## src/rtl/multicycle_sequencer_if.sv

```systemverilog
// Decode-side handshake bundle between the control unit, datapath and the multicycle sequencer.
// The master drives the decoded instruction and interrupt request; the slave (sequencer) drives the datapath controls.
interface multicycle_sequencer_if;
    logic [15:0] ctrl_in;
    logic        instr_valid;
    logic        int_req;
    logic        stall_fetch;
    logic        flush;
    logic        imm_fetch;
    logic [1:0]  stack_op;
    logic [1:0]  stack_sel;
    logic        flags_restore;
    logic        pc_load;
    logic [1:0]  pc_src;
    logic        int_ack;
    logic        busy;

    modport master (
        output ctrl_in, instr_valid, int_req,
        input  stall_fetch, flush, imm_fetch, stack_op, stack_sel,
               flags_restore, pc_load, pc_src, int_ack, busy
    );

    modport slave (
        input  ctrl_in, instr_valid, int_req,
        output stall_fetch, flush, imm_fetch, stack_op, stack_sel,
               flags_restore, pc_load, pc_src, int_ack, busy
    );
endinterface

```

## src/rtl/multicycle_sequencer.sv

```systemverilog
// Sequences CALL/RET/RTI stack traffic, two-word operand fetch and interrupt entry beside decode.
// IDLE outputs are Mealy on the decoded word; every other state is Moore.
module multicycle_sequencer #(
    parameter int PC_WORDS = 2
) (
    input  logic                  i_clk,
    input  logic                  i_rst_n,
    multicycle_sequencer_if.slave bus
);
    typedef enum logic [2:0] {
        S_IDLE, S_EXT, S_PUSH_PC, S_PUSH_FL, S_POP_FL, S_POP_PC, S_LOAD
    } state_t;

    typedef enum logic [1:0] {K_INT, K_CALL, K_RET} kind_t;

    localparam logic [1:0] LAST = 2'(PC_WORDS - 1);

    state_t     r_state, w_state_nxt;
    kind_t      r_kind, w_kind_nxt;
    logic [1:0] r_cnt, w_cnt_nxt;
    logic       r_int_pending;

    logic w_ldm, w_std, w_jmp, w_ret, w_rti, w_ldd, w_call, w_ext;
    logic w_int_svc, w_ack;

    logic       w_stall_fetch, w_flush, w_imm_fetch, w_flags_restore;
    logic       w_pc_load, w_int_ack, w_busy;
    logic [1:0] w_stack_op, w_stack_sel, w_pc_src;

    assign w_ldm  = bus.ctrl_in[14];
    assign w_std  = bus.ctrl_in[12];
    assign w_jmp  = bus.ctrl_in[11];
    assign w_ret  = bus.ctrl_in[8];
    assign w_rti  = bus.ctrl_in[7];
    assign w_ldd  = bus.ctrl_in[6];
    assign w_call = bus.ctrl_in[3];
    assign w_ext  = w_ldm | w_ldd | w_std;

    // A request arriving in the same IDLE cycle wins over the instruction in decode.
    assign w_int_svc = r_int_pending | bus.int_req;
    assign w_ack     = (r_state == S_LOAD) && (r_kind == K_INT);

    always_ff @(posedge i_clk or negedge i_rst_n) begin
        if (!i_rst_n) begin
            r_state       <= S_IDLE;
            r_kind        <= K_CALL;
            r_cnt         <= 2'd0;
            r_int_pending <= 1'b0;
        end else begin
            r_state       <= w_state_nxt;
            r_kind        <= w_kind_nxt;
            r_cnt         <= w_cnt_nxt;
            r_int_pending <= w_ack ? 1'b0 : (r_int_pending | bus.int_req);
        end
    end

    always_comb begin
        w_state_nxt = r_state;
        w_kind_nxt  = r_kind;
        w_cnt_nxt   = r_cnt;
        case (r_state)
            S_IDLE: begin
                w_cnt_nxt = 2'd0;
                if (w_int_svc) begin
                    w_state_nxt = S_PUSH_PC;
                    w_kind_nxt  = K_INT;
                end else if (bus.instr_valid) begin
                    if (w_rti) begin
                        w_state_nxt = S_POP_FL;
                        w_kind_nxt  = K_RET;
                    end else if (w_ret) begin
                        w_state_nxt = S_POP_PC;
                        w_kind_nxt  = K_RET;
                    end else if (w_call) begin
                        w_state_nxt = S_PUSH_PC;
                        w_kind_nxt  = K_CALL;
                    end else if (w_ext) begin
                        w_state_nxt = S_EXT;
                    end
                end
            end
            S_EXT:     w_state_nxt = S_IDLE;
            S_PUSH_PC: begin
                if (r_cnt == LAST) begin
                    w_cnt_nxt   = 2'd0;
                    w_state_nxt = (r_kind == K_INT) ? S_PUSH_FL : S_LOAD;
                end else begin
                    w_cnt_nxt = r_cnt + 2'd1;
                end
            end
            S_PUSH_FL: w_state_nxt = S_LOAD;
            S_POP_FL: begin
                w_cnt_nxt   = 2'd0;
                w_state_nxt = S_POP_PC;
            end
            S_POP_PC: begin
                if (r_cnt == LAST) begin
                    w_cnt_nxt   = 2'd0;
                    w_state_nxt = S_LOAD;
                end else begin
                    w_cnt_nxt = r_cnt + 2'd1;
                end
            end
            S_LOAD:    w_state_nxt = S_IDLE;
            default:   w_state_nxt = S_IDLE;
        endcase
    end

    // Outputs are forced low while reset is held so the Mealy IDLE path cannot leak through.
    always_comb begin
        w_stall_fetch   = 1'b0;
        w_flush         = 1'b0;
        w_imm_fetch     = 1'b0;
        w_stack_op      = 2'b00;
        w_stack_sel     = 2'b00;
        w_flags_restore = 1'b0;
        w_pc_load       = 1'b0;
        w_pc_src        = 2'b00;
        w_int_ack       = 1'b0;
        w_busy          = 1'b0;
        if (i_rst_n) begin
            w_busy = (r_state != S_IDLE);
            case (r_state)
                S_IDLE: begin
                    if (w_int_svc) begin
                        w_flush       = 1'b1;
                        w_stall_fetch = 1'b1;
                    end else if (bus.instr_valid) begin
                        if (w_rti || w_ret || w_call) begin
                            w_stall_fetch = 1'b1;
                        end else if (!w_ext && w_jmp) begin
                            w_pc_load = 1'b1;
                            w_pc_src  = 2'b11;
                            w_flush   = 1'b1;
                        end
                    end
                end
                S_EXT: begin
                    w_imm_fetch = 1'b1;
                    w_flush     = 1'b1;
                end
                S_PUSH_PC: begin
                    w_stack_op    = 2'b01;
                    w_stack_sel   = r_cnt;
                    w_stall_fetch = 1'b1;
                end
                S_PUSH_FL: begin
                    w_stack_op    = 2'b01;
                    w_stack_sel   = 2'b10;
                    w_stall_fetch = 1'b1;
                end
                S_POP_FL: begin
                    w_stack_op      = 2'b10;
                    w_stack_sel     = 2'b10;
                    w_flags_restore = 1'b1;
                    w_stall_fetch   = 1'b1;
                end
                S_POP_PC: begin
                    w_stack_op    = 2'b10;
                    w_stack_sel   = LAST - r_cnt;
                    w_stall_fetch = 1'b1;
                end
                S_LOAD: begin
                    w_pc_load = 1'b1;
                    w_flush   = 1'b1;
                    case (r_kind)
                        K_INT:   begin w_pc_src = 2'b10; w_int_ack = 1'b1; end
                        K_CALL:  w_pc_src = 2'b11;
                        default: w_pc_src = 2'b01;
                    endcase
                end
                default: ;
            endcase
        end
    end

    assign bus.stall_fetch   = w_stall_fetch;
    assign bus.flush         = w_flush;
    assign bus.imm_fetch     = w_imm_fetch;
    assign bus.stack_op      = w_stack_op;
    assign bus.stack_sel     = w_stack_sel;
    assign bus.flags_restore = w_flags_restore;
    assign bus.pc_load       = w_pc_load;
    assign bus.pc_src        = w_pc_src;
    assign bus.int_ack       = w_int_ack;
    assign bus.busy          = w_busy;
endmodule

```

## src/flat_wrapper.sv

```systemverilog
// flat-port wrapper written by rule: the top's interface ports become plain ports
module multicycle_sequencer_flat 
#(
    parameter int PC_WORDS = 2
)
  (i_clk, i_rst_n, bus_ctrl_in, bus_instr_valid, bus_int_req, bus_stall_fetch, bus_flush, bus_imm_fetch, bus_stack_op, bus_stack_sel, bus_flags_restore, bus_pc_load, bus_pc_src, bus_int_ack, bus_busy);
  multicycle_sequencer_if bus_i ();
  input  logic i_clk;
  input  logic i_rst_n;
  input wire logic [$bits(bus_i.ctrl_in)-1:0] bus_ctrl_in;
  input wire logic [$bits(bus_i.instr_valid)-1:0] bus_instr_valid;
  input wire logic [$bits(bus_i.int_req)-1:0] bus_int_req;
  output wire logic [$bits(bus_i.stall_fetch)-1:0] bus_stall_fetch;
  output wire logic [$bits(bus_i.flush)-1:0] bus_flush;
  output wire logic [$bits(bus_i.imm_fetch)-1:0] bus_imm_fetch;
  output wire logic [$bits(bus_i.stack_op)-1:0] bus_stack_op;
  output wire logic [$bits(bus_i.stack_sel)-1:0] bus_stack_sel;
  output wire logic [$bits(bus_i.flags_restore)-1:0] bus_flags_restore;
  output wire logic [$bits(bus_i.pc_load)-1:0] bus_pc_load;
  output wire logic [$bits(bus_i.pc_src)-1:0] bus_pc_src;
  output wire logic [$bits(bus_i.int_ack)-1:0] bus_int_ack;
  output wire logic [$bits(bus_i.busy)-1:0] bus_busy;
  assign bus_i.ctrl_in = bus_ctrl_in;
  assign bus_i.instr_valid = bus_instr_valid;
  assign bus_i.int_req = bus_int_req;
  assign bus_stall_fetch = bus_i.stall_fetch;
  assign bus_flush = bus_i.flush;
  assign bus_imm_fetch = bus_i.imm_fetch;
  assign bus_stack_op = bus_i.stack_op;
  assign bus_stack_sel = bus_i.stack_sel;
  assign bus_flags_restore = bus_i.flags_restore;
  assign bus_pc_load = bus_i.pc_load;
  assign bus_pc_src = bus_i.pc_src;
  assign bus_int_ack = bus_i.int_ack;
  assign bus_busy = bus_i.busy;
  multicycle_sequencer #(.PC_WORDS(PC_WORDS)) u_core (.i_clk(i_clk), .i_rst_n(i_rst_n), .bus(bus_i));
endmodule
```

## config.mk

```make
export PLATFORM = sky130hd
export DESIGN_NAME = multicycle_sequencer_flat
export DESIGN_NICKNAME = d
export VERILOG_FILES = /design/src/rtl/multicycle_sequencer_if.sv /design/src/rtl/multicycle_sequencer.sv /design/src/flat_wrapper.sv
export SDC_FILE = /design/constraint.sdc
export NUM_CORES = 1
export LEC_CHECK = 0
export ABC_AREA = 0
export ABC_CLOCK_PERIOD_IN_PS = 2250
export BUFFER_PORTS_ARGS = -buffer_cell sky130_fd_sc_hd__buf_2
export CAP_MARGIN = 15
export CORE_MARGIN = 3
export CORE_UTILIZATION = 45
export DETAILED_ROUTE_END_ITERATION = 10
export PLACE_DENSITY = 0.85
export SYNTH_ARGS = -nofsm -noshare
export SYNTH_HDL_FRONTEND = slang
export SYNTH_SLANG_ARGS = --single-unit
export TNS_END_PERCENT = 10
```

## constraint.sdc

```tcl
create_clock -name i_clk -period 2.25 [get_ports i_clk]
set_input_delay 0.5625 -clock i_clk [delete_from_list [all_inputs] [get_ports i_clk]]
set_output_delay 0.5625 -clock i_clk [all_outputs]
set_load 0.01 [all_outputs]
```

Yosys cells after proc, flatten, opt, wreduce, memory -nomap -nowiden
Cells that the tools add are included.
- register bits after elaboration: 8
- input port bits: 20
- output and inout bits: 13
- word-level logic and storage cells: 92
- $add $sub $neg: 2
- equal/unequal tests: 12
- muxes and demuxes: 51
- bitwise gates (word level): 3
- reduce and logical (&&, ||, !) cells: 20
- operators with widths (operator ; number):
    2-to-1 mux 3 bit ; 9
    2-to-1 mux 2 bit ; 13
    2-to-1 mux 1 bit ; 20
    case mux 2 bit (2 select lines) ; 4
    case mux 3 bit (5 select lines) ; 1
    OR reduction 2 bit ; 6
    == test 3 bit, second input constant ; 3
    == test 3 x 2 -> 1 bit, second input constant ; 2
    != test 6 x 4 -> 1 bit, second input constant ; 1
    case mux 1 bit (2 select lines) ; 3
    case mux 2 bit (3 select lines) ; 1
    == test 2 x 1 -> 1 bit, second input constant ; 2
    != test 2 x 1 -> 1 bit, second input constant ; 2
    AND reduction 4 bit ; 1
    nonzero test 2 bit ; 2
    nonzero test 4 bit ; 1
    OR reduction 4 bit ; 1
    == test 3 x 1 -> 1 bit, second input constant ; 1
    logical NOT 3 bit ; 1
    != test 3 x 2 -> 1 bit, second input constant ; 1
    bitwise OR 1 bit ; 3
    AND reduction 3 bit ; 1
    nonzero test 3 bit ; 1
    adder 2 x 1 -> 2 bit, second input constant ; 1
    5 further kinds ; 7

Depth between registers and ports, before layout
Gate-level depths: netlist (run 1).
- word-level depth: 10
- mapped depth: 6

Worst setup path after synthesis (run 1)
No wires, ideal clock.
- path type: input-to-output
- start point: input port bus_ctrl_in[3]
- end point: output port bus_pc_load
- arrival: 1.476 ns
- slack: 0.212 ns
- stages on the path: 5
- cells stage by stage: nor4_1 -> nand2_1 -> nor3_1 -> inv_1 -> a21boi_1
- word-level cells in the longest chain between the ends: 6
- RTL lines (element ; line ; source):
    start, declared ; flat_wrapper.sv:10 ; input wire logic [$bits(bus_i.ctrl_in)-1:0] bus_ctrl_in;
    logical OR 1 bit ; multicycle_sequencer.sv:129 ; if (w_rti || w_ret || w_call) begin
    2-to-1 mux 1 bit ; multicycle_sequencer.sv:129 ;
    2-to-1 mux 1 bit ; multicycle_sequencer.sv:128 ; end else if (bus.instr_valid) begin
    2-to-1 mux 1 bit ; multicycle_sequencer.sv:125 ; if (w_int_svc) begin
    case mux 1 bit (2 select lines) ; multicycle_sequencer.sv:123 ; case (r_state)
    2-to-1 mux 1 bit ; multicycle_sequencer.sv:121 ; if (i_rst_n) begin
    end, declared ; flat_wrapper.sv:19 ; output wire logic [$bits(bus_i.pc_load)-1:0] bus_pc_load;
Every way passes these cells.

Worst setup path in the final report (run 1)
- start point: input port bus_ctrl_in[12]
- end point: output port bus_flush
- word-level cells in the longest chain between the ends: 9
- RTL lines (element ; line ; source):
    bitwise OR 1 bit ; multicycle_sequencer.sv:37 ; assign w_ext = w_ldm | w_ldd | w_std;
    logical NOT 1 bit ; multicycle_sequencer.sv:131 ; end else if (!w_ext && w_jmp) begin
    logical AND 1 bit ; multicycle_sequencer.sv:131 ;
    2-to-1 mux 1 bit ; multicycle_sequencer.sv:131 ;
    2-to-1 mux 1 bit ; multicycle_sequencer.sv:129 ;
    2-to-1 mux 1 bit ; multicycle_sequencer.sv:128 ;
    2-to-1 mux 1 bit ; multicycle_sequencer.sv:125 ;
    case mux 1 bit (2 select lines) ; multicycle_sequencer.sv:123 ;
    2-to-1 mux 1 bit ; multicycle_sequencer.sv:121 ;
    end, declared ; flat_wrapper.sv:14 ; output wire logic [$bits(bus_i.flush)-1:0] bus_flush;
Every way passes these cells.

==> results of run 1 <==
[cells in the mapped netlist (2+ instances only)]
cell                       count  share of area
sky130_fd_sc_hd__a21boi_1      2          0.021
sky130_fd_sc_hd__inv_1         5          0.026
sky130_fd_sc_hd__nand2_1      10          0.051
sky130_fd_sc_hd__o21a_1        2          0.021
sky130_fd_sc_hd__ha_1          2          0.034
sky130_fd_sc_hd__nor3_1        5          0.034
sky130_fd_sc_hd__nor2_1        8          0.041
sky130_fd_sc_hd__clkbuf_1      2          0.010
sky130_fd_sc_hd__o21ai_0       9          0.062
sky130_fd_sc_hd__nand3_1       4          0.027
sky130_fd_sc_hd__o32ai_1       2          0.024
sky130_fd_sc_hd__and2b_2       2          0.024
sky130_fd_sc_hd__and2_1        4          0.034
sky130_fd_sc_hd__a21oi_1       8          0.055
sky130_fd_sc_hd__dfrtp_1       7           0.24
[final cells by class]
type,instances,area (µm²)
inverter,5,18.77
sequential,8,203.9
multi-input combinational,79,520.5
clock buffer,4,26.28
timing repair buffer,32,186.4
fill,110,440.4
tap,15,18.77
[per-stage QoR]
| step | instance area [µm²] | hold WS [ps] | worst slack (ps) | utilization | TNS (ps) |
|---|---|---|---|---|---|
| 2_1_floorplan | 732.0 | 266.9 | 211.7 | - | 0 |
| 3_3_place_gp | 888.4 | 470.2 | -1.240 | 0.6278 | -1.240 |
| 3_5_place_dp | 888.4 | 481.4 | -71.85 | 0.6278 | -112.8 |
| 4_1_cts | 919.6 | 205.4 | -35.01 | 0.6499 | -48.85 |
| 5_1_grt | 974.7 | 219.8 | -20.85 | 0.6888 | -20.85 |
| 6_report | 974.7 | 209.4 | 28.72 | 0.6888 | 0 |
[cells in the final DEF (no fill, tap or decap), drive strengths merged]
cell and count:
and2b 3, dfstp 1, o22ai 1, o21ai 10
a211oi 1, clkbuf 4, nor3 6, o41ai 1
and3 1, o32ai 2, buf 32, and2 4
dfrtp 7, nand3 4, o211ai 1, nor2 9
a31oi 1, nor4 1, o21a 2, a21oi 8
inv 5, o31a 1, nor2b 2, o31ai 1
a21o 1, a22o 1, a21boi 3, nand2b 1
nand2 11, o32a 1, ha 2
[per-layer routing]
metal | part of all wire | up-vias | track usage
met2 | 0.50 | 41 | 0.3516
met1 | 0.39 | 395 | 0.2577
met5 | 0 | - | 0
li1 | - | 413 | -
met3 | 0.074 | 17 | 0.07031
met4 | 0.033 | 0 | 0.08523
[flip-flops by register name, summed over array words and instances (netlist names)]
signal and count:
u_core.r_state 3, u_core.r_cnt 2, u_core.r_kind 2, u_core.r_int_pending 1
[what timing repair did]
action / CTS / global route
setup buffers: 0 / 1
pin swaps: 0 / 4
resized for setup: 1 / 11
setup endpoints to repair: 3 / 7
[worst max-delay path by stage]
stage                                        from          end  slack [ps]  cells past startpoint
floorplan                          bus_ctrl_in[3]  bus_pc_load         210                      5
global placement                   bus_ctrl_in[3]  bus_pc_load          -1                      7
detailed placement                 bus_ctrl_in[3]  bus_pc_load         -70                      7
finish                            bus_ctrl_in[12]    bus_flush          30                      8
global route                      bus_ctrl_in[12]    bus_flush         -20                      8
CTS                 u_core.r_state[1]$_DFFE_PN0P_  bus_pc_load         -40                      6
[cells by family (layout without fill, tap and decap cells)]
kind of cell,count (synthesis),after routing,synth area share
and+or+nand+nor,42,42,0.3077
adders and majority gates,2,2,0.03418
DFF,8,8,0.2752
buffers and inverters,10,41,0.07692
AOI/OAI and AO/OA,35,35,0.3060
[critical path, stage by stage]
cell	delay [ps]
sky130_fd_sc_hd__buf_2	110
sky130_fd_sc_hd__nor4_4	270
sky130_fd_sc_hd__nand2_2	120
sky130_fd_sc_hd__buf_6	140
sky130_fd_sc_hd__nor2_4	80
sky130_fd_sc_hd__o41ai_1	60
sky130_fd_sc_hd__a21boi_0	150
sky130_fd_sc_hd__buf_2	150
[power by group through the flow]
stage | logic [µW] | clock network (µW) | registers, µW
floorplan | 447 | 0 | 247
global placement | 554 | 0 | 276
detailed placement | 573 | 0 | 282
CTS | 580 | 124 | 279
global route | 669 | 129 | 299
finish | 596 | 120 | 287
==> impl_results.md, run 1 <==
* Path category of the worst min-delay check: primary input to async pin
* Clock sink total at 8
* Flop-to-flop setup slack at 760 ps
* Sequential area share after synthesis at 0.2752
* IR drop worst, VDD at 0.8504 mV
* Vertical extent of the die at 46.33 µm
* Power density over the cells at 1028 nW/µm²
* Placed wire-length estimate after detailed placement at 1.464 mm
* Source-to-sink clock delay at the later pin of the worst-skew pair at 260 ps
* Time the final worst path needs with I/O delays and setup at 2221 ps
* Max-cap violations at 0
* Final Hold Fails at 0
* Initial Util at 0.5172
* Leading register cell type out of synthesis: sky130_fd_sc_hd__dfrtp_1
* Die Outline Area at 2146 µm²
* Via count at 866
* Fin nets at 151
* Initial antenna violation count at 0
* Clock power frac at 0.120
* Antenna viol nets, final at 0
* Final antenna diode count at 0
* Clock transition at the registers of the reported paths at 60 ps
* Number of cell instances on the worst register-to-register path at 5
* Static leakage at 0.0004499 µW
* Number of levels the H-tree was split into at 1
* Worst-case clock buffer depth at 2
* Fraction of final layout cells sized beyond drive strength 1 at 0.3906
* Total standard cell area after synthesis at 732.0 µm²
* Core area at 1415 µm²
* Post-route clock skew at 3.493 ps
* Global-route wire length before repair at 3.339 mm
* Overall Global Routing Usage at 0.2153
* Combinational Power Share at 0.594
* Number of instances in the synthesized netlist at 97
* Cell Count, Final, Fillers Out at 143
* Final slew viol count at 0
* Switching Share at 0.4756
* Average vias per placed instance at 6.056
* Setup violators final at 0
* Maximum number of pins on one net before global-route repair at 22
* Port bufs at 23
* Pint at 525.6 µW
* Area added between synthesis and finish at 33.16%
* Total CTS buffers at 3
* Number of enable-type register cells in the synthesized netlist at 0
* Detailed-routing iteration count for the pre-antenna-repair pass at 4
* CP Launch Type: primary input
* Switch Pwr at 476.6 µW
* Number of primary I/O pins at 33
* Final Wtd Congestion at 0.8686
* Relative contribution of sequential cells to total power at 0.286
* Slew Limit Headroom at 0.7637
* Total of flip-flops plus latches after synthesis at 8
* Share of the clock period used by the worst path after layout at 0.9872
* Power consumption at 1002 µW
* Transition at the pin with the smallest max-transition slack at 354.4 ps
* Reg-to-Reg Start: u_core.r_state[1]$_DFFE_PN0P_
* Clock root buffer master: sky130_fd_sc_hd__clkbuf_4
* Required time worst endpoint at 1690 ps
* Maximum operating frequency at 450.2 MHz
* Critical path start-end classification: primary input to output port
* Die X-Extent at 46.33 µm
* Post-synthesis net count at 119
* Critical R2R Capture: u_core.r_state[0]$_DFFE_PN0P_
* Type of element capturing the critical path: output port
* Remaining design rule violation count at 0
* Drt total wl at 2.033 mm
* Via count of the first global-routing pass at 794
* Setup repair after global routing missed its margin: true
* Detailed-route wire length per cell at 14.22 µm
* Arrival time of the worst setup path at 1660 ps
* Total overflow reported by the global router at 0
* Mean Syn Cell Area at 7.546 µm²
* Floorplan row count at 13
* Distinct cells, synth at 40
* Share of flip-flops with an asynchronous set or reset after synthesis at 1.000
* Hold buffers post-CTS at 0
* Critical path peak fanout at 2
* TritonCTS clock tree: yes
* Initial drt markers at 61
* Placed insts at 138
* Outcome: complete, no violations
* Synth warnings at 0
(Power assumes the default switching activity.)
==> inputs of run 2 (changes only) <==
- CORE_UTILIZATION: 45 -> 48
- CTS_BUF_LIST: not set -> sky130_fd_sc_hd__clkbuf_8
- PLACE_DENSITY: 0.85 -> 0.89
==> run 2 against run 1 <==
Against the previous run: routed wire length is 20% higher; sequential power is 3% lower; die area down 5.4%; clock power up 52%; core utilization rose by 5.7 points; first-iteration DRC count down 28%; flip-flop and latch count stayed put; design area rose by 4.5%; count of clock-buffer cells in the layout decreased by 1; via count up 2.4%.
==> impl_results.md, run 2 (synthesized netlist as in run 1, its figures left out) <==
* Outcome: complete, no violations
* Floorplan row count at 13 (unchanged)
* Reg-to-Reg Start: u_core.r_state[2]$_DFFE_PN0P_
* Total CTS buffers at 3 (unchanged)
* Buffer and inverter count on the worst path at 3 (unchanged)
* CP Launch Type: primary input
* Clock transition at the registers of the reported paths at 40 ps (-20 ps)
* Type of element capturing the critical path: output port
* Slew Limit Headroom at 0.7591 (-0.004639)
* Critical path peak fanout at 2 (unchanged)
* Highest-count cells in the layout ignoring fill and taps: sky130_fd_sc_hd__buf_2 (21), sky130_fd_sc_hd__nand2_1 (9), sky130_fd_sc_hd__o21ai_0 (9)
* Antenna viol nets, final at 0 (unchanged)
* Number of cell instances on the worst register-to-register path at 5 (unchanged)
* Setup violators final at 0 (unchanged)
* Initial antenna violation count at 0 (unchanged)
* Initial Util at 0.5357 (+0.01847)
* Placed insts at 137 (-0.72%)
* Clock root buffer master: sky130_fd_sc_hd__clkbuf_8
* Clock sink total at 8 (unchanged)
* Max-cap violations at 0 (unchanged)
* Flip-flop count of the largest register after layout at 3 (unchanged)
* Register with the most flip-flops: u_core.r_state
* Area added between synthesis and finish at 39.15%
* Core area at 1366 µm² (-3.4%)
* Detailed-route wire length per cell at 16.98 µm (+19%)
* Registers with the most flip-flops: u_core.r_state (3), u_core.r_cnt (2), u_core.r_kind (2)
* Path category of the worst min-delay check: primary input to async pin
* Power density over the cells at 1097 nW/µm² (+6.7%)
* Number of primary I/O pins at 33 (unchanged)
* Cell Count, Final, Fillers Out at 144 (+0.70%)
* Cells along the critical path: buf_6 -> nor4_4 -> nand2_2 -> buf_6 -> nor2_4 -> o41ai_2 -> a21boi_1 -> buf_2
* Via count of the first global-routing pass at 786 (-1.0%)
* Family of cells with the greatest summed delay on the critical path: simple AND/OR/NAND/NOR gates
* Highest-delay cell along the critical path: sky130_fd_sc_hd__nor4_4
* Final Wtd Congestion at 0.8532 (-1.8%)
* Die Outline Area at 2030 µm² (-5.4%)
* Arrival time of the worst setup path at 1640 ps (-20 ps)
* Time the final worst path needs with I/O delays and setup at 2206 ps (-15.12 ps)
* Share of the clock period used by the worst path after layout at 0.9805 (-0.006719)
* Number of levels the H-tree was split into at 1 (unchanged)
* Most common cell on crit path: sky130_fd_sc_hd__buf_6
* Via count at 887 (+2.4%)
* Critical path start-end classification: primary input to output port
* Drt total wl at 2.445 mm (+20%)
* Critical R2R Capture: u_core.r_state[0]$_DFFE_PN0P_
* Final slew viol count at 0 (unchanged)
* Fin nets at 152 (+0.66%)
* Detailed-routing iteration count for the pre-antenna-repair pass at 4 (unchanged)
* Post-route clock skew at 2.152 ps (-1.341 ps)
* Initial drt markers at 44 (-28%)
* Final antenna diode count at 0 (unchanged)
* Setup repair after global routing missed its margin: true
* Area of all placed cells without fillers at 1018 µm² (+4.5%)
* Global-route wire length before repair at 3.567 mm (+6.8%)
* Maximum operating frequency at 453.3 MHz (+0.69%)
* Port bufs at 23 (unchanged)
* Hold buffers post-CTS at 0 (unchanged)
* Fraction of final layout cells sized beyond drive strength 1 at 0.3953 (+0.004724)
* Overall Global Routing Usage at 0.2459 (+0.03058)
* Placed wire-length estimate after detailed placement at 1.495 mm (+2.2%)
* TritonCTS clock tree: yes
* Static leakage at 0.0004853 µW (+7.9%)
* Total overflow reported by the global router at 0 (unchanged)
* Max stage delay on crit path at 280 ps (about the same)
* Placement Setup Slack at -77.49 ps (-5.640 ps)
* Vertical extent of the die at 45.05 µm (-2.8%)
* Remaining design rule violation count at 0 (unchanged)
* Maximum number of pins on one net before global-route repair at 22 (unchanged)
* Worst-case clock buffer depth at 2 (unchanged)
* Average vias per placed instance at 6.160 (+1.7%)
* Most frequent standard cell in the layout excluding fill and tap cells: sky130_fd_sc_hd__buf_2
* Placed Instance Area at 880.8 µm² (-0.85%)
* IR drop worst, VDD at 0.6741 mV (-21%)
* Source-to-sink clock delay at the later pin of the worst-skew pair at 230 ps (-30 ps)
* Final Hold Fails at 0 (unchanged)
* Die X-Extent at 45.05 µm (-2.8%)
* Required time worst endpoint at 1690 ps (about the same)
* Flop-to-flop setup slack at 740 ps (-20 ps)
* Transition at the pin with the smallest max-transition slack at 361.4 ps (+6.959 ps)
* Final worst-path setup slack at 43.83 ps (+15.12 ps)
[run 2: changes by cell type in the layout (fill, tap and decap cells not counted), moves of 2 or more]
cell                       before  now
sky130_fd_sc_hd__buf_6          1    3
sky130_fd_sc_hd__clkbuf_4       3    0
sky130_fd_sc_hd__clkbuf_8       0    3
sky130_fd_sc_hd__buf_2         23   21
[run 2: power by group]
part           switching, µW  leakage, µW  internal [µW]
registers               81.3    0.0000951            198
clock network           62.9    0.0000269            119
logic                    375     0.000363            282
[run 2: area by class of cell]
| cell class | count | area [µm²] |
|---|---|---|
| inverters | 5 | 18.77 |
| clock buffers | 3 | 41.29 |
| clock inverters | 1 | 3.754 |
| multi-input cells | 79 | 528.0 |
| repair buffers | 33 | 203.9 |
| flip-flops and latches | 8 | 203.9 |
| fillers | 108 | 347.8 |
| well taps | 15 | 18.77 |
[run 2: repair_timing]
action | CTS | global route
gates resized for setup | 4 | 12
pin swaps | 1 | 6
buffers inserted | 0 | 3
endpoints found under the setup margin | 3 | 6
[run 2: through the flow]
stage / hold slack [ps] / setup TNS (ps) / util / total power (µW)
after floorplan: 266.9 / 0 / - / 694.2
after global placement: 473.1 / -8.841 / 0.6447 / 813.9
after detailed placement: 477.2 / -131.9 / 0.6447 / 844.4
after CTS: 242.4 / -12.34 / 0.6877 / 1039
after global routing: 247.4 / -92.59 / 0.7454 / 1200
final: 236.1 / 0 / 0.7454 / 1117
[run 2: worst register-to-register path, delay by kind of cell (launching register included)]
family / cells / cell delay (ps)
AOI/OAI and AO/OA: 3 / 600
DFF: 1 / 460
and+or+nand+nor: 2 / 380
[run 2: how the worst max path moves through the flow]
| stage | from | endpoint | cells past startpoint |
|---|---|---|---|
| after floorplan | bus_ctrl_in[3] | bus_pc_load | 5 |
| after global placement | bus_ctrl_in[3] | bus_pc_load | 7 |
| after detailed placement | bus_ctrl_in[3] | bus_pc_load | 7 |
| after CTS | u_core.r_state[1]$_DFFE_PN0P_ | bus_pc_load | 6 |
| after global routing | bus_ctrl_in[12] | bus_flush | 8 |
| final | bus_ctrl_in[12] | bus_flush | 8 |
[run 2: layer usage]
layer	vias to the layer above	track usage	wire length, µm
met2	43	0.4011	1235
met1	418	0.2914	925
met3	14	0.06773	183
met5	-	0	0
li1	412	-	-
met4	0	0.1287	101
==> inputs of run 3 (changes only) <==
- CORE_UTILIZATION: 48 -> 45
- CTS_CLUSTER_SIZE: not set -> 40
- PLACE_DENSITY: 0.89 -> 0.75
==> run 3 against run 2 <==
Against the previous run: hold slack worse by 7.2 ps; fmax is 1.7% higher; critical path depth stayed put; highest routed layer unchanged; critical path type unchanged; count of clock-buffer cells in the layout stayed put; non-clock buffer count stayed put; sequential share of layout area is 0.82 points higher.
==> impl_results.md, run 3 (synthesized netlist as in run 1, its figures left out) <==
* Detailed-routing iteration count for the pre-antenna-repair pass at 4 (unchanged)
* Cells along the critical path: buf_2 -> nor4_4 -> nand2_2 -> nor3_2 -> buf_4 -> inv_1 -> a21boi_1 -> buf_2
* Via count of the first global-routing pass at 726 (-7.6%)
* Via count at 850 (-4.2%)
* CP Launch Type: primary input
* Clock root buffer master: sky130_fd_sc_hd__clkbuf_8
* Setup violators final at 0 (unchanged)
* Die X-Extent at 46.33 µm (+2.8%)
* Setup repair after global routing missed its margin: true
* Placed wire-length estimate after detailed placement at 1.455 mm (-2.7%)
* Family of cells with the greatest summed delay on the critical path: simple AND/OR/NAND/NOR gates
* Antenna viol nets, final at 0 (unchanged)
* Buffer and inverter count on the worst path at 4 (+1)
* Post-route clock skew at 8.104 ps (+5.952 ps)
* Area added between synthesis and finish at 33.68%
* Vertical extent of the die at 46.33 µm (+2.8%)
* Final slew viol count at 0 (unchanged)
* Port bufs at 23 (unchanged)
* Core area at 1415 µm² (+3.6%)
* Type of element capturing the critical path: output port
* Area of all placed cells without fillers at 978.4 µm² (-3.9%)
* Drt total wl at 2.022 mm (-17%)
* Flip-flop count of the largest register after layout at 3 (unchanged)
* Maximum operating frequency at 461.1 MHz (+1.7%)
* Clock sink total at 8 (unchanged)
* Max-cap violations at 0 (unchanged)
* Power density over the cells at 1094 nW/µm² (-0.26%)
* Average vias per placed instance at 5.903 (-4.2%)
* TritonCTS clock tree: yes
* Initial antenna violation count at 0 (unchanged)
* Final Wtd Congestion at 0.8768 (+2.8%)
* Final Hold Fails at 0 (unchanged)
* Total CTS buffers at 3 (unchanged)
* Hold buffers post-CTS at 0 (unchanged)
* Overall Global Routing Usage at 0.2158 (-0.03006)
* Maximum number of pins on one net before global-route repair at 22 (unchanged)
* Final antenna diode count at 0 (unchanged)
* Post-layout utilization of the core at 0.6914 (-0.05400)
* Source-to-sink clock delay at the later pin of the worst-skew pair at 240 ps (about the same)
* Static leakage at 0.0004529 µW (-6.7%)
* Transition at the pin with the smallest max-transition slack at 342.3 ps (-19.06 ps)
* Global-route wire length before repair at 3.229 mm (-9.5%)
* IR drop worst, VDD at 0.7656 mV (+14%)
* Most frequent standard cell in the layout excluding fill and tap cells: sky130_fd_sc_hd__buf_2
* Initial drt markers at 47 (+6.8%)
* Max stage delay on crit path at 270 ps (about the same)
* Detailed-route wire length per cell at 14.04 µm (-17%)
* Fraction of final layout cells sized beyond drive strength 1 at 0.3798 (-0.01550)
* Share of the clock period used by the worst path after layout at 0.9640 (-0.01655)
* Register with the most flip-flops: u_core.r_state
* Remaining design rule violation count at 0 (unchanged)
* Die Outline Area at 2146 µm² (+5.8%)
* Clock transition at the registers of the reported paths at 50 ps (about the same)
* Number of levels the H-tree was split into at 1 (unchanged)
* Critical path start-end classification: primary input to output port
* Worst-case clock buffer depth at 2 (unchanged)
* Most common cell on crit path: sky130_fd_sc_hd__buf_2
* Filler cell count at 111 (+2.8%)
* Critical path peak fanout at 3 (+1)
* Arrival time of the worst setup path at 1610 ps (-30 ps)
* Time the final worst path needs with I/O delays and setup at 2169 ps (-37.23 ps)
* Floorplan row count at 13 (unchanged)
* Initial Util at 0.5172 (-0.01847)
* Highest-count cells in the layout ignoring fill and taps: sky130_fd_sc_hd__buf_2 (23), sky130_fd_sc_hd__buf_4 (10), sky130_fd_sc_hd__nand2_1 (9), sky130_fd_sc_hd__o21ai_0 (9)
* Registers with the most flip-flops: u_core.r_state (3), u_core.r_cnt (2), u_core.r_kind (2)
* Fin nets at 152 (unchanged)
* Total overflow reported by the global router at 0 (unchanged)
* Number of primary I/O pins at 33 (unchanged)
* Required time worst endpoint at 1690 ps (about the same)
* Outcome: complete, no violations
* Path category of the worst min-delay check: primary input to async pin
* Slew Limit Headroom at 0.7694 (+0.01029)
* Placed Instance Area at 880.8 µm² (unchanged)
* Highest-delay cell along the critical path: sky130_fd_sc_hd__nor4_4
-- run 3: worst reg2reg max path: cells and delay by family (launching register included) --
| family | cells | cell delay [ps] |
|---|---|---|
| buf+inv | 1 | 160 |
| simple gates | 2 | 290 |
| flops | 1 | 460 |
| compound gates | 3 | 570 |
-- run 3: layout make-up --
class                           instances  area (µm²)  share of cell area
Clock buffer                            3       41.29             0.04220
Inverter                                5       18.77             0.01918
Multi-Input combinational cell         79       501.7              0.5128
Sequential cell                         8       203.9              0.2084
Timing Repair Buffer                   33       190.2              0.1944
Clock inverter                          1       3.754            0.003836
Tap cell                               15       18.77             0.01918
-- run 3: final timing paths --
path,start,to,slack [ps],cells past startpoint
setup / recovery,bus_ctrl_in[12],bus_pc_load,80,8
hold reg to reg,u_core.r_cnt[1]$_DFFE_PN0P_,u_core.r_cnt[1]$_DFFE_PN0P_,530,2
setup reg to reg,u_core.r_state[2]$_DFFE_PN0P_,u_core.r_state[0]$_DFFE_PN0P_,690,6
max in group asynchronous,i_rst_n,u_core.r_kind[0]$_DFFE_PN1P_,1710,1
min in group i_clk,u_core.r_cnt[1]$_DFFE_PN0P_,u_core.r_cnt[1]$_DFFE_PN0P_,530,2
hold / removal,i_rst_n,u_core.r_cnt[0]$_DFFE_PN0P_,230,1
-- run 3: what timing repair did --
action                     CTS  global route
pin swaps                    1             5
setup buffers                1             2
gates resized for setup      1             6
setup endpoints to repair    2             7
-- run 3: report_power, final --
part / switching [µW] / internal, µW
Combinational: 342 / 272
Clock: 63.8 / 119
Sequential: 76.3 / 198
-- run 3: metrics by stage --
step / instances / hold WS (ps) / setup TNS (ps) / power, µW / worst slack, ps
after floorplan: 97 / 266.9 / 0 / 694.2 / 211.7
after global placement: 137 / 478.7 / -32.96 / 838.9 / -32.96
after detailed placement: 137 / 480.7 / -43.47 / 857.1 / -38.27
after CTS: 142 / 227.5 / 0 / 1049 / 5.309
after global routing: 144 / 244.2 / -5.064 / 1164 / -5.064
final: 144 / 229.0 / 0 / 1071 / 81.07
-- run 3: per-layer routing --
layer / vias to the layer above / part of all wire / global-route usage
li1: 413 / - / -
met2: 32 / 0.51 / 0.3599
met5: - / 0 / 0
met3: 4 / 0.062 / 0.05859
met4: 0 / 0.015 / 0.06818
met1: 401 / 0.41 / 0.2667
